`src/rtl/uart_rx.sv`:
```
//------------------------------------------------------------------------------
// Module      : uart_rx
// Description : Oversampling UART receiver. It checks the start bit, shifts in
//               data LSB-first, checks the stop bit, and pulses rx_done_tick.
// Revision    : 1.0 - initial release
//------------------------------------------------------------------------------
`default_nettype none

module uart_rx #(
   parameter int DATA_SIZE      = 8,
   parameter int SAMPLE         = 16,
   parameter int STOP_TICKS     = 16,
   parameter int S_CNT_SIZE     = $clog2(STOP_TICKS),
   parameter int BIT_COUNT_SIZE = $clog2(DATA_SIZE + 1)
) (
   input  logic                 clk,
   input  logic                 reset_n,
   input  logic                 s_tick,
   input  logic                 rx,
   output logic [DATA_SIZE-1:0] data_out,
   output logic                 rx_done_tick,
   output logic                 frame_err,
   output logic                 rx_busy
);

   localparam logic [S_CNT_SIZE-1:0]     c_half_last = S_CNT_SIZE'(SAMPLE / 2 - 1);
   localparam logic [S_CNT_SIZE-1:0]     c_bit_last  = S_CNT_SIZE'(SAMPLE - 1);
   localparam logic [S_CNT_SIZE-1:0]     c_stop_last = S_CNT_SIZE'(STOP_TICKS - 1);
   localparam logic [BIT_COUNT_SIZE-1:0] c_n_last    = BIT_COUNT_SIZE'(DATA_SIZE - 1);

   typedef enum logic [1:0] {
      IDLE  = 2'd0,
      START = 2'd1,
      DATA  = 2'd2,
      STOP  = 2'd3
   } state_t;

   state_t                    r_state;
   logic [S_CNT_SIZE-1:0]     r_s_cnt;
   logic [BIT_COUNT_SIZE-1:0] r_n;
   logic [DATA_SIZE-1:0]      r_shreg;
   logic                      r_rx_meta;
   logic                      r_rx_s;

   // The synchronizer resets to the idle-line level so that reset release
   // cannot be mistaken for a start edge.
   always_ff @(posedge clk or negedge reset_n) begin
      if (!reset_n) begin
         r_rx_meta <= 1'b1;
         r_rx_s    <= 1'b1;
      end else begin
         r_rx_meta <= rx;
         r_rx_s    <= r_rx_meta;
      end
   end

   always_ff @(posedge clk or negedge reset_n) begin
      if (!reset_n) begin
         r_state      <= IDLE;
         r_s_cnt      <= '0;
         r_n          <= '0;
         r_shreg      <= '0;
         data_out     <= '0;
         rx_done_tick <= 1'b0;
         frame_err    <= 1'b0;
      end else begin
         rx_done_tick <= 1'b0;
         case (r_state)
            IDLE: begin
               if (!r_rx_s) begin
                  r_state <= START;
                  r_s_cnt <= '0;
               end
            end
            START: begin
               if (s_tick) begin
                  if (r_s_cnt == c_half_last) begin
                     if (!r_rx_s) begin
                        r_state <= DATA;
                        r_s_cnt <= '0;
                        r_n     <= '0;
                     end else begin
                        r_state <= IDLE;
                     end
                  end else begin
                     r_s_cnt <= r_s_cnt + 1'b1;
                  end
               end
            end
            DATA: begin
               if (s_tick) begin
                  if (r_s_cnt == c_bit_last) begin
                     r_shreg <= {r_rx_s, r_shreg[DATA_SIZE-1:1]};
                     r_s_cnt <= '0;
                     if (r_n == c_n_last) begin
                        r_state <= STOP;
                     end else begin
                        r_n <= r_n + 1'b1;
                     end
                  end else begin
                     r_s_cnt <= r_s_cnt + 1'b1;
                  end
               end
            end
            STOP: begin
               if (s_tick) begin
                  if (r_s_cnt == c_stop_last) begin
                     // Framing errors still get a done pulse. The consumer
                     // uses frame_err to decide whether to keep the word.
                     data_out     <= r_shreg;
                     frame_err    <= ~r_rx_s;
                     rx_done_tick <= 1'b1;
                     r_state      <= IDLE;
                  end else begin
                     r_s_cnt <= r_s_cnt + 1'b1;
                  end
               end
            end
            default: r_state <= IDLE;
         endcase
      end
   end

   assign rx_busy = (r_state != IDLE);

endmodule

`default_nettype wire

```
`config.mk`:
```
export PLATFORM = sky130hd
export DESIGN_NAME = uart_rx
export DESIGN_NICKNAME = d
export VERILOG_FILES = /design/src/rtl/uart_rx.sv
export SDC_FILE = /design/constraint.sdc
export NUM_CORES = 1
export LEC_CHECK = 0
export ABC_AREA = 1
export BUFFER_PORTS_ARGS = -buffer_cell sky130_fd_sc_hd__buf_2
export CORE_ASPECT_RATIO = 2
export CORE_MARGIN = 3
export CORE_UTILIZATION = 55
export DETAILED_ROUTE_END_ITERATION = 10
export GPL_TIMING_DRIVEN = 0
export PLACE_DENSITY = 0.75
export SLEW_MARGIN = 20
export SYNTH_ARGS = -nofsm -noshare
export SYNTH_HDL_FRONTEND = slang
export SYNTH_SLANG_ARGS = --single-unit
```
`constraint.sdc`:
```
create_clock -name clk -period 1.9 [get_ports clk]
set_input_delay 0.38 -clock clk [delete_from_list [all_inputs] [get_ports clk]]
set_output_delay 0.38 -clock clk [all_outputs]
set_load 0.05 [all_outputs]
```
Word level (Yosys, flattened, before mapping)
Cells that the tools add are included.
Widths: inputs -> output; s select.
{"block": "word_totals", "output_inout_bits": 11, "ramBits": 0, "mem_count": 0, "reg_bits": 30, "wordCells": 65, "latch_bits": 0, "in_bits": 4, "rom_bits": 0}
{"block": "op_classes", "div": 0, "magnitude_cmp": 0, "shifts": 0, "bitwise": 1, "n_eq_ne": 17, "n_mul": 0, "n_mux": 28, "addsub": 2, "reduce_logical": 8}
{"operator": "$mux 4", "count": 13}
{"operator": "$ne 2x2->1 const B", "count": 11}
{"operator": "$mux 2", "count": 9}
{"operator": "$pmux 4 s4", "count": 1}
{"operator": "$add 4x1->4 const B", "count": 2}
{"operator": "$eq 4x3->1 const B", "count": 2}
{"operator": "$pmux 2 s4", "count": 1}
{"operator": "$pmux 4 s2", "count": 1}
{"operator": "$reduce_and 8->1", "count": 1}
{"operator": "$reduce_and 7->1", "count": 1}
{"operator": "$reduce_and 3->1", "count": 2}
{"operator": "$eq 2x2->1 const B", "count": 2}
{"operator": "$eq 4x4->1 const B", "count": 1}
{"operator": "$reduce_and 4->1", "count": 1}
{"operator": "$reduce_bool 2->1", "count": 2}
{"operator": "$mux 1", "count": 3}
{"operator": "$eq 2x1->1 const B", "count": 1}
{"operator": "$logic_not 2->1", "count": 1}
{"operator": "$not 1->1", "count": 1}

Depth between registers and ports, before layout
{"block": "depth", "depth_word": 5, "mapped_depth": 8, "mapped_depth_nobuf": 8}

Worst setup path after synthesis
OpenSTA, ideal clock, no wires.
{"block": "synth_timing", "path_kind": "register -> register", "from": "register with a tool-made name", "to": "register r_s_cnt[0]", "slack_ps": 444, "t_required_ps": 1777, "arrival_time_ps": 1333, "setup_ps": 123, "path_buffers": 0, "stages_incl_launch_ff": 7, "path_cell_list": "dfrtp_1 nor2_1 inv_1 a21oi_2 nand2_1 nand2_1 o21ai_1"}
{"item": "to (signal assigned)", "line": "86", "text": "r_s_cnt <= r_s_cnt + 1'b1;"}
{"item": "to (signal assigned)", "line": "101", "text": "r_s_cnt <= r_s_cnt + 1'b1;"}
{"item": "to (signal assigned)", "line": "115", "text": "r_s_cnt <= r_s_cnt + 1'b1;"}
{"item": "to (decl)", "line": "39", "text": "logic [S_CNT_SIZE-1:0] r_s_cnt;"}

==> summary.txt <==
Outcome
  – Status: complete, no violations

Yosys
  – Seq/Total Area, Yosys: 51.0%
  – FF+latch count, synth: 30
  – Post-synth EDFFs: 0
  – Synth Area in XOR/XNOR: 0.593%
  – Synth Warn #: 0
  – Largest family of logic cells by synthesized area: simple AND/OR/NAND/NOR gates
  – Syn_area_per_cell: 8.89 µm²
  – Synth Area in Simple Gates: 28.5%
  – Compound-gate portion of the synthesized area: 11.4%
  – Synth top area share: 47.5%
  – Post-synthesis async set-or-reset flop share: 100%
  – Mux contribution to synthesized area: 0%
  – Most common cell in the netlist: nand2_1
  – Synth Area in Adders: 1.69%
  – Top post-synthesis cells by area: dfrtp_1 (47%), nand2_1 (13%), o21ai_2 (6.5%), inv_1 (4.1%), dfstp_2 (3.6%)
  – Cells after synthesis: 166
  – Top cells by count, synth: nand2_1 (53), dfrtp_1 (28), inv_1 (16)
  – Synthesized Nets: 172
  – Synth Flop Type: dfrtp_1
  – Netlist cell types: 24
  – Synthesized area: 1480 µm²
  – Cell taking the most area after synthesis: dfrtp_1

Power
  – Seq pwr share: 41.7%
  – Combinational Power Share: 32.3%
  – Max VDD drop: 0.000838 V
  – Clock group share of total power: 26.0%
  – Pwr per Cell Area: 1200 nW/µm²
  – Total power: 2010 µW
  – Leak pwr: 0.000834 µW
  – Sw Ratio: 39.7%
  – Cell Int Power: 1210 µW
  – Switching power total: 797 µW

Worst setup path
  – Arrival @ worst endpoint: 1.31 ns
  – Worst path required time: 1.52 ns
  – Reg2Reg Depth: 8
  – Slowest CP cell: dfrtp_1
  – Critical path's largest stage delay: 0.51 ns
  – Worst r2r src: r_s_cnt[0]$_DFFE_PN0P_
  – R2R setup slack: 0.38 ns
  – CP cell instances: nor2_1 -> inv_1 -> buf_2
  – CP Buf/Inv Count: 2
  – Kind of cell adding the most delay to the critical path: flip-flops
  – Setup CP Type: flip-flop to output port
  – Critical path endpoint category: output port
  – Crit path max fanout: 7
  – Critical Path Source Type: flip-flop

Floorplanning
  – Die height: 79.3 µm
  – Std cell rows: 26
  – Die area: 3380 µm²
  – Core area: 2570 µm²
  – Initial Util: 57.4%
  – Die Width: 42.6 µm
  – I/O pin total: 15

Detailed routing
  – WL per Instance: 13.8 µm
  – Final WL: 2.97 mm
  – Post-route ant nets: 0
  – DRC: 0
  – Initial drt markers: 21
  – First-pass DRT Iterations: 4
  – Vias: 1177
  – Vias per Instance: 5.45

GRT
  – First-pass GRT wire length: 5.16 mm
  – GRT Util Overall: 20.7%
  – Vias in the first global route: 1181
  – GRT overflow: 0
  – Initial antenna violation count: 0
  – Largest net degree at the start of global routing: 31

CTS
  – Reg clk slew, reported paths: 0.07 ns
  – Root Driver: clkbuf_8
  – CTS resizes: 0
  – Max Root-Sink Buffers: 2
  – Worst-skew pair later-pin latency: 0.28 ns
  – CTS Hold Buffers Added: 0
  – Clock sink count: 30
  – Setup repair bufs after CTS: 0
  – CTS H-tree depth: 2
  – TritonCTS Buffers: 5
  – CTS tree: done

Timing
  – Period utilization: 88.9%
  – Final number of setup-violating endpoints: 0
  – Worst setup margin: 0.211 ns
  – Clock skew: 0.00636 ns
  – Tmin final: 1.69 ns
  – Fmax achieved: 592 MHz
  – Worst rel slew slack: 56.9%
  – Final hold vios: 0
  – Tightest Pin Transition: 0.647 ns
  – Setup tns final: 0 ns
  – RSZ-0062 raised after global routing: false
  – Slew Limit Fails: 0

Placement
  – Routability cong.: 0.830
  – Number of buffers added on ports: 14
  – Detailed Place HPWL: 2.17 mm
  – Pre-CTS setup slack: 0.424 ns
  – Placed insts: 208

Finish
  – Antenna diode count: 0
  – Share of cells above drive strength 1: 29.3%
  – Reg area: 753 µm²
  – Non-Filler Instances: 216
  – # fillers: 226
  – Layout area overhead: 13.3%
  – Fin nets: 193
  – Multi-input gate area: 622 µm²

Min path
  – Worst min path class: input port to asynchronous set/reset pin

Job
  – Max cap viols: 0
cell type report:
class                           count  share of cell area, %
Timing Repair Buffer               14                   4.19
Multi-Input combinational cell    113                   37.2
Clock inverter                      1                  0.299
Clock buffer                        7                   5.16
Sequential cell                    30                   45.0
Tap cell                           28                   2.09
Buffer                              2                   1.35
Inverter                           21                   4.71
worst max path at each step:
stage                                start                     end  slack [ns]  cells after the start
floorplan                        flip-flop  r_s_cnt[0]$_DFFE_PN0P_        0.44                      6
global placement    r_s_cnt[0]$_DFFE_PN0P_               flip-flop        0.46                      8
detailed placement  r_s_cnt[0]$_DFFE_PN0P_               flip-flop        0.42                      8
CTS                              flip-flop                 rx_busy        0.23                      3
global route                     flip-flop                 rx_busy        0.16                      3
finish                           flip-flop                 rx_busy        0.21                      3
flip-flops by register name (all words and copies together), names as in the netlist, named ones only:
name          count
frame_err         1
r_n               4
r_s_cnt           4
data_out          8
r_rx_s            1
r_shreg           8
rx_done_tick      1
r_state           1
r_rx_meta         1
layer usage:
layer	wire length [µm]	global-route usage (%)	up-vias
li1	-	-	572
met1	1050	19.2	563
met2	1690	38.0	30
met3	106	5.90	12
met4	117	12.1	0
met5	0	0	-
stage by stage:
| step | hold slack, ns | utilization (%) | area, µm² |
|---|---|---|---|
| floorplan | 0.0844 | - | 1480 |
| global placement | 0.346 | 61.5 | 1580 |
| detailed placement | 0.354 | 61.5 | 1580 |
| CTS | 0.144 | 65.1 | 1670 |
| global route | 0.163 | 65.1 | 1670 |
| finish | 0.116 | 65.1 | 1670 |
cell usage in the layout (no fill, tap or decap), types with 2 or more instances in the layout:
| cell type | n |
|---|---|
| nand2_1 | 53 |
| buf_2 | 14 |
| dfstp_2 | 2 |
| dfrtp_1 | 28 |
| nor2_4 | 2 |
| inv_1 | 16 |
| a21oi_1 | 2 |
| o21ai_2 | 11 |
| nand2_4 | 3 |
| o21ai_0 | 2 |
| nand4_1 | 5 |
| o21ai_1 | 7 |
| buf_6 | 2 |
| ha_1 | 2 |
| nand2_2 | 6 |
| nand3_1 | 8 |
| nor2_1 | 6 |
| inv_2 | 4 |
| clkbuf_8 | 6 |
cells by family after synthesis:
group | Yosys count
simple gates | 86
xor+xnor | 1
flops | 30
buf+inv | 23
fa+ha+maj | 2
compound gates | 24
power groups by stage:
stage          Sequential, µW  Combinational (µW)  Clock, µW
2_1_floorplan             819                 520          0
3_5_place_dp              844                 638          0
3_3_place_gp              836                 607          0
5_1_grt                   850                 727        556
4_1_cts                   834                 650        535
6_report                  837                 648        522
(Power assumes the default switching activity.)
